`src/rtl/mem_arb_pkg.sv`:
```
// Shared types for the imem/dmem single-port memory arbiter.
package mem_arb_pkg;
    localparam int ARB_ADDR_W = 32;
    localparam int ARB_DATA_W = 32;
    localparam int ARB_MASK_W = ARB_DATA_W / 8;

    typedef enum logic [1:0] {IDLE, ISSUE, BUSY} arb_state_t;
    typedef enum logic {PORT_I, PORT_D} arb_port_t;

    typedef struct packed {
        logic                  valid;
        logic [ARB_ADDR_W-1:0] addr;
        logic [ARB_MASK_W-1:0] rmask;
        logic [ARB_MASK_W-1:0] wmask;
        logic [ARB_DATA_W-1:0] wdata;
    } req_slot_t;
endpackage

```
`src/rtl/arb_req_slot.sv`:
```
// One pending-request register: captures a mask pulse, holds it until its response, flags overlaps.
module arb_req_slot
    import mem_arb_pkg::*;
(
    input  logic                  clk,
    input  logic                  rst,
    input  logic [ARB_ADDR_W-1:0] addr,
    input  logic [ARB_MASK_W-1:0] rmask,
    input  logic [ARB_MASK_W-1:0] wmask,
    input  logic [ARB_DATA_W-1:0] wdata,
    input  logic                  clear,
    output req_slot_t             slot,
    output logic                  overlap
);
    logic                  valid_q;
    logic [ARB_ADDR_W-1:0] addr_q;
    logic [ARB_MASK_W-1:0] rmask_q;
    logic [ARB_MASK_W-1:0] wmask_q;
    logic [ARB_DATA_W-1:0] wdata_q;
    logic                  pulse;
    logic                  load;

    // A pulse coinciding with this slot's own response reuses the slot in the same edge.
    assign pulse   = (|rmask) | (|wmask);
    assign load    = pulse && (!valid_q || clear);
    assign overlap = pulse && valid_q && !clear;

    always_ff @(posedge clk or posedge rst) begin
        if (rst) begin
            valid_q <= 1'b0;
        end else if (load) begin
            valid_q <= 1'b1;
        end else if (clear) begin
            valid_q <= 1'b0;
        end
    end

    always_ff @(posedge clk) begin
        if (load) begin
            addr_q  <= addr;
            rmask_q <= rmask;
            wmask_q <= wmask;
            wdata_q <= wdata;
        end
    end

    assign slot = '{valid: valid_q, addr: addr_q, rmask: rmask_q, wmask: wmask_q, wdata: wdata_q};
endmodule

```
`src/rtl/mem_port_arbiter.sv`:
```
// Shares one single-ported memory between the CPU imem and dmem ports.
// D has priority; I is forced after STARVE_LIMIT consecutive D grants while it waits.
module mem_port_arbiter
    import mem_arb_pkg::*;
#(
    parameter int ADDR_WIDTH   = ARB_ADDR_W,
    parameter int DATA_WIDTH   = ARB_DATA_W,
    parameter int MASK_WIDTH   = DATA_WIDTH / 8,
    parameter int STARVE_LIMIT = 4
) (
    input  logic                  clk,
    input  logic                  rst,
    input  logic [ADDR_WIDTH-1:0] imem_addr,
    input  logic [MASK_WIDTH-1:0] imem_rmask,
    output logic [DATA_WIDTH-1:0] imem_rdata,
    output logic                  imem_resp,
    input  logic [ADDR_WIDTH-1:0] dmem_addr,
    input  logic [MASK_WIDTH-1:0] dmem_rmask,
    input  logic [MASK_WIDTH-1:0] dmem_wmask,
    input  logic [DATA_WIDTH-1:0] dmem_wdata,
    output logic [DATA_WIDTH-1:0] dmem_rdata,
    output logic                  dmem_resp,
    output logic [ADDR_WIDTH-1:0] mem_addr,
    output logic [MASK_WIDTH-1:0] mem_rmask,
    output logic [MASK_WIDTH-1:0] mem_wmask,
    output logic [DATA_WIDTH-1:0] mem_wdata,
    input  logic [DATA_WIDTH-1:0] mem_rdata,
    input  logic                  mem_resp,
    output logic [1:0]            err
);
    localparam int              CNT_W = $clog2(STARVE_LIMIT + 1);
    localparam logic [CNT_W-1:0] LIMIT = CNT_W'(STARVE_LIMIT);

    arb_state_t       state_q, state_d;
    arb_port_t        owner_q, pick;
    req_slot_t        slot_i, slot_d, cur;
    logic             ovl_i, ovl_d;
    logic             any_full, grant, resp_ok, clr_i, clr_d;
    logic [CNT_W-1:0] starve_q;
    logic [1:0]       err_q;

    assign any_full = slot_i.valid | slot_d.valid;
    assign grant    = (state_q == IDLE) && any_full;
    assign resp_ok  = (state_q == BUSY) && mem_resp;
    assign clr_i    = resp_ok && (owner_q == PORT_I);
    assign clr_d    = resp_ok && (owner_q == PORT_D);

    arb_req_slot u_slot_i (
        .clk     (clk),
        .rst     (rst),
        .addr    (imem_addr),
        .rmask   (imem_rmask),
        .wmask   ('0),
        .wdata   ('0),
        .clear   (clr_i),
        .slot    (slot_i),
        .overlap (ovl_i)
    );

    arb_req_slot u_slot_d (
        .clk     (clk),
        .rst     (rst),
        .addr    (dmem_addr),
        .rmask   (dmem_rmask),
        .wmask   (dmem_wmask),
        .wdata   (dmem_wdata),
        .clear   (clr_d),
        .slot    (slot_d),
        .overlap (ovl_d)
    );

    always_ff @(posedge clk or posedge rst) begin
        if (rst) begin
            state_q <= IDLE;
            owner_q <= PORT_I;
        end else begin
            state_q <= state_d;
            if (grant) begin
                owner_q <= pick;
            end
        end
    end

    always_comb begin
        state_d = state_q;
        pick    = PORT_D;
        if (slot_i.valid && (!slot_d.valid || (starve_q == LIMIT))) begin
            pick = PORT_I;
        end
        case (state_q)
            IDLE:    if (any_full) state_d = ISSUE;
            ISSUE:   state_d = BUSY;
            BUSY:    if (mem_resp) state_d = IDLE;
            default: state_d = IDLE;
        endcase
    end

    // Counts D grants taken while I is waiting; any I grant or an empty I slot restarts it.
    always_ff @(posedge clk or posedge rst) begin
        if (rst) begin
            starve_q <= '0;
        end else if (grant && (pick == PORT_I)) begin
            starve_q <= '0;
        end else if (grant && slot_i.valid) begin
            if (starve_q != LIMIT) begin
                starve_q <= starve_q + CNT_W'(1);
            end
        end else if (!slot_i.valid) begin
            starve_q <= '0;
        end
    end

    always_ff @(posedge clk or posedge rst) begin
        if (rst) begin
            err_q <= '0;
        end else begin
            err_q[0] <= err_q[0] | ovl_i | ovl_d;
            err_q[1] <= err_q[1] | (mem_resp && (state_q != BUSY));
        end
    end

    assign cur = (owner_q == PORT_D) ? slot_d : slot_i;
    assign err = err_q;

    always_comb begin
        mem_addr   = '0;
        mem_wdata  = '0;
        mem_rmask  = '0;
        mem_wmask  = '0;
        imem_resp  = 1'b0;
        imem_rdata = '0;
        dmem_resp  = 1'b0;
        dmem_rdata = '0;
        if (state_q != IDLE) begin
            mem_addr  = cur.addr;
            mem_wdata = cur.wdata;
        end
        if (state_q == ISSUE) begin
            mem_rmask = cur.rmask;
            mem_wmask = cur.wmask;
        end
        if (clr_i) begin
            imem_resp  = 1'b1;
            imem_rdata = mem_rdata;
        end
        if (clr_d) begin
            dmem_resp  = 1'b1;
            dmem_rdata = mem_rdata;
        end
    end
endmodule

```
`config.mk`:
```
export PLATFORM = sky130hd
export DESIGN_NAME = mem_port_arbiter
export DESIGN_NICKNAME = d
export VERILOG_FILES = /design/src/rtl/mem_arb_pkg.sv /design/src/rtl/arb_req_slot.sv /design/src/rtl/mem_port_arbiter.sv
export SDC_FILE = /design/constraint.sdc
export NUM_CORES = 1
export LEC_CHECK = 0
export ABC_AREA = 1
export CAP_MARGIN = 40
export CORE_AREA = 2 2 83 165
export CTS_BUF_LIST = sky130_fd_sc_hd__clkbuf_4
export DETAILED_ROUTE_END_ITERATION = 10
export DIE_AREA = 0 0 85 167
export GPL_TIMING_DRIVEN = 0
export HOLD_SLACK_MARGIN = 0.06
export PLACE_DENSITY = 0.82
export SYNTH_ARGS = -nofsm -noshare
export SYNTH_HDL_FRONTEND = slang
export SYNTH_SLANG_ARGS = --single-unit
```
`constraint.sdc`:
```
create_clock -name clk -period 3.7 [get_ports clk]
set_clock_uncertainty 0.1 [all_clocks]
set_input_delay 0.74 -clock clk [delete_from_list [all_inputs] [get_ports clk]]
set_output_delay 0.74 -clock clk [all_outputs]
set_load 0.005 [all_outputs]
```
==> impl_metrics.py <==
metrics = {
    "run_status": {
        "outcome": "complete, no violations",
    },
    "route": {
        "routed_via_density": 4.74,
        "post_drt_wl_per_cell_microns": 16.4,
        "dr_total_vias": 4486,
        "drtIter0Drc": 102,
        "routed_wl_mm": 15.5,
        "firstDrtPassIters": 4,
        "ant_nets": 0,
        "drc": 0,
    },
    "worst_setup_path": {
        "worst-path-buf-inv": 4,
        "reg2reg_from": "owner_q$_DFFE_PP0P_",
        "worstSetupPathType": "in2out",
        "r2r-end": "u_slot_d.wdata_q[30]$_DFFE_PP_",
        "crit_family": "buffers and inverters",
        "crit_path_frequent_cell": "clkdlybuf4s50_1",
        "rr_worst_depth": 5,
        "cp.arrival_ns": 2.49,
        "endpoint_kind": "primary output",
        "critPathSlowestCell": "clkdlybuf4s50_1",
        "path_cells": "clkdlybuf4s50_1 -> nand3_1 -> nor2_4 -> inv_2 -> buf_6 -> nor2_1 -> clkdlybuf4s50_1",
        "cp.depth": 7,
        "crit_fanout": 10,
        "critPathLaunchType": "input pin",
        "endpoint": "imem_rdata[30]",
        "slowest_delay_ns": 0.56,
        "r2r_setup_slack_ns": 1.44,
        "setup.worst_path.start": "mem_resp",
        "worst_ep_required_time_ns": 2.86,
    },
    "final_layout": {
        "area_growth_pct": 66.4,
        "drive_above_1_share": 0.0894,
        "final_cells": 947,
        "final_common_cell": "clkdlybuf4s50_1",
        "final_area_sq_mm": 0.00842,
        "final_cell_mix": "282 x clkdlybuf4s50_1, 128 x nand2_1, 108 x edfxtp_1, 102 x nor2_1, 42 x inv_1",
        "final_util": 0.652,
        "nFillCells": 978,
        "nNetsFinal": 926,
    },
    "placement": {
        "gp_congestion": 0.789,
        "hpwl_mm": 12.4,
        "place_ws_ns": 0.379,
        "port_buffers": 282,
        "placed_area_sq_mm": 0.00811,
        "dp_cells": 914,
    },
    "clock_tree": {
        "clk_path_buf_depth": 2,
        "clock_sinks": 118,
        "post-cts-setup-buffer-count": 0,
        "cts.clk_slew.worst_paths_ns": 0.10,
        "clkLatencyLatePin_ns": 0.49,
        "numCtsBuffers": 17,
        "cts_tree": "done",
        "root_buffer": "clkbuf_4",
        "cts_hold_buf": 0,
        "cts_resized": 0,
        "htree_levels": 4,
    },
    "yosys": {
        "postSynthAreaPerCell_sq_um": 10.6,
        "synth_xor_area_frac": 0.00173,
        "syn_area_sq_mm": 0.00506,
        "syn_nets": 624,
        "synth-simple-area-share": 0.192,
        "ys_types": 22,
        "yosys_warnings": 0,
        "synth_fa_ha_area_frac": 0.00494,
        "ys_ff_latch": 118,
        "synth_top_family_by_area": "simple AND/OR/NAND/NOR gates",
        "synthMuxAreaShare": 0,
        "yosysSeqAreaShare": 0.690,
        "syn-instance-count": 479,
        "synth_compound_area_frac": 0.0420,
    },
    "power": {
        "seq_power_share": 0.371,
        "peakVddDrop_uv": 451,
        "p_sw_frac": 0.331,
        "cell_internal_pwr_mw": 3.57,
        "p_per_area_mw_per_mm2": 632,
        "pwr-share-comb": 0.444,
        "netSwitchingPower_mw": 1.76,
        "leakagePower_nw": 3.34,
        "p_clk_frac": 0.185,
    },
    "timing": {
        "final_max_slew_viol_count": 0,
        "holdWs_ns": 0.390,
        "setup_ws_ns": 0.368,
        "fin_crit_ns": 3.33,
        "maxClockFrequency_mhz": 300,
        "maxSlewHeadroom": 0.373,
        "fin_crit_sh": 0.901,
        "rsz0062_at_grt": "no",
        "final-setup-viol-count": 0,
        "tightest_slew_ns": 0.941,
        "finalHoldViolCount": 0,
    },
    "global_routing": {
        "grt_util_met1": 0.190,
        "grt.met3_usage": 0.0664,
        "grt_max_degree": 73,
        "grt_pass1_vias": 4596,
        "grtUsageTotal": 0.217,
        "busiest_layer": "met2",
        "gr-usage-met2": 0.435,
        "antenna_found_initial": 1,
        "overflow": 0,
        "grt_pass1_wl_mm": 23.4,
    },
    "floorplanning": {
        "fp-row-count": 59,
        "core_sq_mm": 0.0129,
        "start_util": 0.392,
        "die_h_microns": 167,
        "fp.dieW_microns": 85,
        "design.die.area_sq_mm": 0.0142,
        "io_pins": 283,
    },
    "flow_run": {
        "drv_cap": 0,
    },
    "min_path": {
        "hold_class": "reg2reg",
    },
}
## power groups by stage
| stage | clock network [mW] | logic (mW) | registers, mW |
|---|---|---|---|
| 3_5_place_dp | 0 | 2.38 | 2.01 |
| 6_report | 0.984 | 2.37 | 1.98 |
| 4_1_cts | 1.01 | 2.40 | 1.98 |
| 3_3_place_gp | 0 | 2.32 | 2.01 |
| 5_1_grt | 1.07 | 2.56 | 2.01 |
| 2_1_floorplan | 0 | 0.989 | 1.99 |
## cells in the mapped netlist
library cell,number,area [sq um]
nand2_1,128,480
edfxtp_1,108,3240
nor2_1,102,383
inv_1,43,161
a21oi_1,39,195
nor2_2,11,68.8
dfrtp_1,10,250
buf_4,8,60.1
buf_2,6,30.0
buf_6,6,67.6
inv_2,4,15.0
clkbuf_1,3,11.3
ha_1,2,25.0
buf_1,1,3.75
nand3_1,1,5.00
nand3_4,1,17.5
nand4_1,1,6.26
nor2_4,1,11.3
o21ai_0,1,5.00
o21ai_1,1,5.00
o21bai_1,1,7.51
xor2_1,1,8.76
## stage by stage
step / setup TNS (ns) / total power [mW]
finish: 0 / 5.33
global route: 0 / 5.64
CTS: 0 / 5.38
detailed placement: 0 / 4.39
global placement: -74.24 / 4.33
floorplan: 0 / 2.98
## registers in the layout, summed over array words and instances (netlist names)
register and flops:
u_slot_d.wmask_q 4, owner_q 1, u_slot_d.valid_q 1, u_slot_i.valid_q 1, state_q 2, u_slot_d.addr_q 32
err 2, u_slot_i.rmask_q 4, u_slot_d.rmask_q 4, u_slot_i.addr_q 32, u_slot_d.wdata_q 32, starve_q 3
## metal layers
metal,part of all wire,vias up
li1,-,2145
met1,0.32,2088
met2,0.58,222
met3,0.073,31
met4,0.028,0
met5,0,-
## kinds of logic (layout without fill, tap and decap cells)
kind of cell,Yosys count,after routing
adder cells (fa/ha/maj),2,2
AND/OR/NAND/NOR,245,245
buffers and inverters,71,386
other,0,1
XOR/XNOR,1,1
AO/OA/AOI/OAI,42,42
flip-flops,118,118
## cell type report
type / instances / area, sq um / share of cell area
plain buffers: 24 / 173 / 0.0205
diodes: 1 / 2.50 / 0.000297
repair buffers: 283 / 2840 / 0.338
inverters: 47 / 179 / 0.0212
multi-input cells: 290 / 1230 / 0.146
clock buffers: 18 / 135 / 0.0160
clock inverters: 14 / 176 / 0.0209
well taps: 152 / 190 / 0.0226
flip-flops and latches: 118 / 3490 / 0.415
## worst min-delay path by stage
stage                      from  slack (ns)  cells past startpoint          endpoint
2_1_floorplan  err[0]$_DFF_PP0_        0.36                      2  err[0]$_DFF_PP0_
3_3_place_gp   err[0]$_DFF_PP0_        0.36                      2  err[0]$_DFF_PP0_
3_5_place_dp   err[0]$_DFF_PP0_        0.37                      2  err[0]$_DFF_PP0_
4_1_cts        err[0]$_DFF_PP0_        0.39                      2  err[0]$_DFF_PP0_
5_1_grt        err[0]$_DFF_PP0_        0.42                      2  err[0]$_DFF_PP0_
6_report       err[0]$_DFF_PP0_        0.39                      2  err[0]$_DFF_PP0_
## worst register-to-register path: stages, from the launching register on
cell and delay (ns):
dfrtp_1 0.44, buf_4 0.24, nand3_4 0.14, nand2_1 0.14, nand2_1 0.11, inv_4 0.64
Note: power is estimated with default switching activity, not from simulation.
==> RTL change 1 (same settings) <==
`ARB_ADDR_W`: 32 -> 40.
--- a/src/rtl/mem_arb_pkg.sv
+++ b/src/rtl/mem_arb_pkg.sv
@@ -2,3 +2,3 @@
 package mem_arb_pkg;
-    localparam int ARB_ADDR_W = 32;
+    localparam int ARB_ADDR_W = 40;
     localparam int ARB_DATA_W = 32;
Interface: changed (resized dmem_addr, imem_addr and mem_addr); port bits go from 283 to 307. The function was not compared with the original's and may differ.
==> RTL change 1 against the original RTL <==
  * Die area unchanged
  * Critical path type unchanged
  * Wire length increased by 18%
  * Non-clock buffer count increased by 29
  * Synthesized cell count increased by 9.0%
  * First-iteration DRC count increased by 140%
  * Design area increased by 10%
  * Worst setup slack got worse by 50 ps
  * Sequential cell count increased by 16
  * Worst hold slack improved by 4.6 ps
  * Global-route usage increased by 4.2 points
  * Total power increased by 13%
  * Synthesized area increased by 11%
==> RTL change 1: results (changes against the original RTL) <==
* Dpl cell area at 8940 sq um (was 8110 sq um)
* # nets final at 1,011 (was 926)
* Dpl hpwl at 14.5 mm (was 12.4 mm)
* Biggest regs: u_slot_d.addr_q: 40 flops, u_slot_i.addr_q: 40 flops, u_slot_d.wdata_q: 32 flops (was u_slot_d.addr_q: 32 flops, u_slot_d.wdata_q: 32 flops, u_slot_i.addr_q: 32 flops)
* Post-synth cell types at 20 (was 22)
* Buffering overhead at 35.7% (was 35.8%)
* Routed wl met2 at 10.6 mm (was 9.00 mm)
* Cell-internal power at 4020 uW (was 3570 uW)
* Register area at 3970 sq um (was 3490 sq um)
* Switching Share at 33.2% (was 33.1%)
* Via count at 4,953 (was 4,486)
* Vias in the first global route at 5,175 (was 4,596)
* Buffers, non-clock at 336 (was 307)
* Fill cell count at 911 (was 978)
* Seq/total area at 42.8% (was 41.5%)
* Status: finished, final reports clean (unchanged)
* Sink Count at 134 (was 118)
* Ranking of synthesized cells by area: edfxtp_1 66%, nand2_1 9.6%, nor2_1 7.4%, dfrtp_1 4.4%, a21oi_1 4.2% (was edfxtp_1 64%, nand2_1 9.5%, nor2_1 7.6%, dfrtp_1 4.9%, a21oi_1 3.9%)
* Number of synthesized flops with an enable pin at 124 (was 108)
* First-pass GRT wire length at 27.4 mm (was 23.4 mm)
* I/O Buffers at 306 (was 282)
* Worst-skew pair later-pin latency at 510 ps (was 490 ps)
* Reg2reg end: u_slot_d.addr_q[19] (was u_slot_d.wdata_q[30])
* CP arrival at 2540 ps (was 2490 ps)
* Layout cells sized above 1 at 8.12% (was 8.94%)
* Seq/Total Area, Yosys at 70.6% (was 69.0%)
* Syn Nets at 683 (was 624)
* Synth cell count leaders: 144 x nand2_1, 124 x edfxtp_1, 111 x nor2_1 (was 128 x nand2_1, 108 x edfxtp_1, 102 x nor2_1)
* Largest net degree at the start of global routing at 45 (was 73)
* Multi-In Gates at 314 (was 290)
* Reg2reg setup slack at 1420 ps (was 1440 ps)
* GRT met2 Usage at 50.5% (was 43.5%)
* Gate power share at 44.8% (was 44.4%)
==> RTL change 1: cell families after synthesis <==
family          Yosys count  share of synthesized area [%]
simple gates            261                           18.0
flops                   134                           70.6
buf+inv                  74                           6.27
compound gates           50                           4.49
fa+ha+maj                 2                          0.445
xor+xnor                  1                          0.156
==> RTL change 1: per-stage QoR <==
| stage | worst slack (ps) | std cells |
|---|---|---|
| 2_1_floorplan | 580 | 522 |
| 5_1_grt | 249 | 1015 |
| 3_5_place_dp | 273 | 982 |
| 4_1_cts | 267 | 1013 |
| 6_report | 317 | 1015 |
| 3_3_place_gp | -781 | 980 |
==> RTL change 1: worst max path at each step <==
stage               slack, ps  cells after the start     start              endpoint
floorplan                 580                      4  mem_resp    u_slot_d.addr_q[0]
global placement         -780                      5  mem_resp  u_slot_d.wdata_q[19]
detailed placement        270                      7  mem_resp        imem_rdata[16]
CTS                       270                      7  mem_resp        imem_rdata[16]
global route              250                      7  mem_resp        imem_rdata[16]
finish                    320                      7  mem_resp        imem_rdata[16]
==> RTL change 2 (same flow settings) <==
Made on the original files. Re-encode `arb_state_t` (3 states) as one-hot, 3 bits wide.
--- a/src/rtl/mem_arb_pkg.sv
+++ b/src/rtl/mem_arb_pkg.sv
@@ -6,3 +6,3 @@
 
-    typedef enum logic [1:0] {IDLE, ISSUE, BUSY} arb_state_t;
+    typedef enum logic [2:0] {IDLE = 3'b001, ISSUE = 3'b010, BUSY = 3'b100} arb_state_t;
     typedef enum logic {PORT_I, PORT_D} arb_port_t;
Behaviour: no difference found for any inputs over 10 cycles, from zero or initial values and one cycle with rst high; not proved beyond that.
==> RTL change 2 against the original RTL <==
  * Global-route usage shrank 0.51 points
  * Design area up 3.2%
  * Wire length fell by 6.7%
  * Total power shrank 9.2%
  * Worst setup slack got worse by 85 ps
  * Synthesized area increased by 4.1%
  * Sequential power down 18%
  * Sequential cell count grew 1
  * Critical endpoint is now dmem_rdata[12]
==> RTL change 2: results (changes against the original RTL) <==
* Placed cell count at 979 (was 914)
* Pre-CTS setup slack at 278 ps (was 379 ps)
* Seq/total area at 40.5% (was 41.5%)
* Synth cell count leaders: 182 x nand2_1, 108 x edfxtp_1, 103 x inv_1 (was 128 x nand2_1, 108 x edfxtp_1, 102 x nor2_1)
* Sink Count at 119 (was 118)
* # nets final at 991 (was 926)
* First DRT Iteration DRCs at 145 (was 102)
* Dpl cell area at 8410 sq um (was 8110 sq um)
* P_seq at 1620 uW (was 1980 uW)
* Ranking of synthesized cells by area: edfxtp_1 62%, nand2_1 13%, inv_1 7.3%, nor2_1 5.7%, dfrtp_1 4.8% (was edfxtp_1 64%, nand2_1 9.5%, nor2_1 7.6%, dfrtp_1 4.9%, a21oi_1 3.9%)
* CP arrival at 2580 ps (was 2490 ps)
* Buffering overhead at 35.3% (was 35.8%)
* Syn Nets at 686 (was 624)
* Final wirelength at 14.5 mm (was 15.5 mm)
* First-pass GRT wire length at 23.1 mm (was 23.4 mm)
* Vias in the first global route at 4,707 (was 4,596)
* Layout Utilization at 67.3% (was 65.2%)
* Dpl hpwl at 11.8 mm (was 12.4 mm)
* Syn Area/Cell at 9.73 sq um (was 10.6 sq um)
* Clock network power share at 19.1% (was 18.5%)
* Fill cell count at 1,001 (was 978)
* Ys async rst share at 9.24% (was 8.47%)
* Multi-In Gates at 291 (was 290)
* Seq/Total Area, Yosys at 66.8% (was 69.0%)
* Biggest regs: u_slot_d.addr_q: 32 flops, u_slot_d.wdata_q: 32 flops, u_slot_i.addr_q: 32 flops (unchanged)
* CP startpoint: mem_resp (unchanged)
* Post-synth cell types at 28 (was 22)
* Non-CTS inverters at 111 (was 47)
* Slew headroom at 60.9% (was 37.3%)
* Via count at 4,497 (was 4,486)
* Layout cells sized above 1 at 7.93% (was 8.94%)
* Worst min path class: flip-flop to flip-flop (unchanged)
* Placer Congestion at 0.804 (was 0.789)
* Total GRT Usage at 21.2% (was 21.7%)
* Total CTS buffers at 17 (unchanged)
* Vias/cell at 4.45 (was 4.74)
* Tcrit/Tclk final at 92.3% (was 90.1%)
* Max VDD drop at 0.000412 V (was 0.000451 V)
* Pleak at 0.00388 uW (was 0.00334 uW)
* Multi-input combinational area share at 13.9% (was 14.6%)
* Hold WS at 384 ps (was 390 ps)
* Worst path max stage delay at 610 ps (was 560 ps)
* Worst Min Path Start: err[0] (unchanged)
* Worst-skew pair later-pin latency at 480 ps
* Status: finished, final reports clean (unchanged)
* Buffers, non-clock at 306 (was 307)
* # clk buffers at 20 (was 18)
* Cell-internal power at 3260 uW (was 3570 uW)
* Largest net degree at the start of global routing at 27 (was 73)
* Cell Pwr Density at 556 nW/um^2 (was 632 nW/um^2)
* Clk cell area share at 3.25% (was 3.70%)
## RTL change 2: cell types whose count changed after synthesis, sizes merged, moves of 2 or more
cell   before  now
inv        47  110
nand2     128  184
nor2      114   82
a21oi      39    9
buf        21   17
o21ai       2    5
nand4       1    3
nor3        0    2
## RTL change 2: kinds of logic after synthesis
group | after synthesis | synth area share (%)
AOI/OAI and AO/OA | 15 | 1.62
xor gates and xnor gates | 1 | 0.166
adders and majority gates | 2 | 0.475
buffers and inverters | 131 | 10.5
DFF | 119 | 66.8
and+or+nand+nor | 273 | 20.4
## RTL change 2: worst paths after layout
check / to / cells after the start
max: dmem_rdata[12] / 5
min: err[0] / 2
max reg2reg: u_slot_i.addr_q[28] / 7
min reg2reg: err[0] / 2
max in group asynchronous: state_q[0] / 2
min in group asynchronous: err[1] / 2
## RTL change 2: per-layer routing
metal,global-route usage [%],wire (um)
met1,20.2,4800
met2,40.5,8270
met3,7.28,1060
met4,7.66,380
met5,0,0
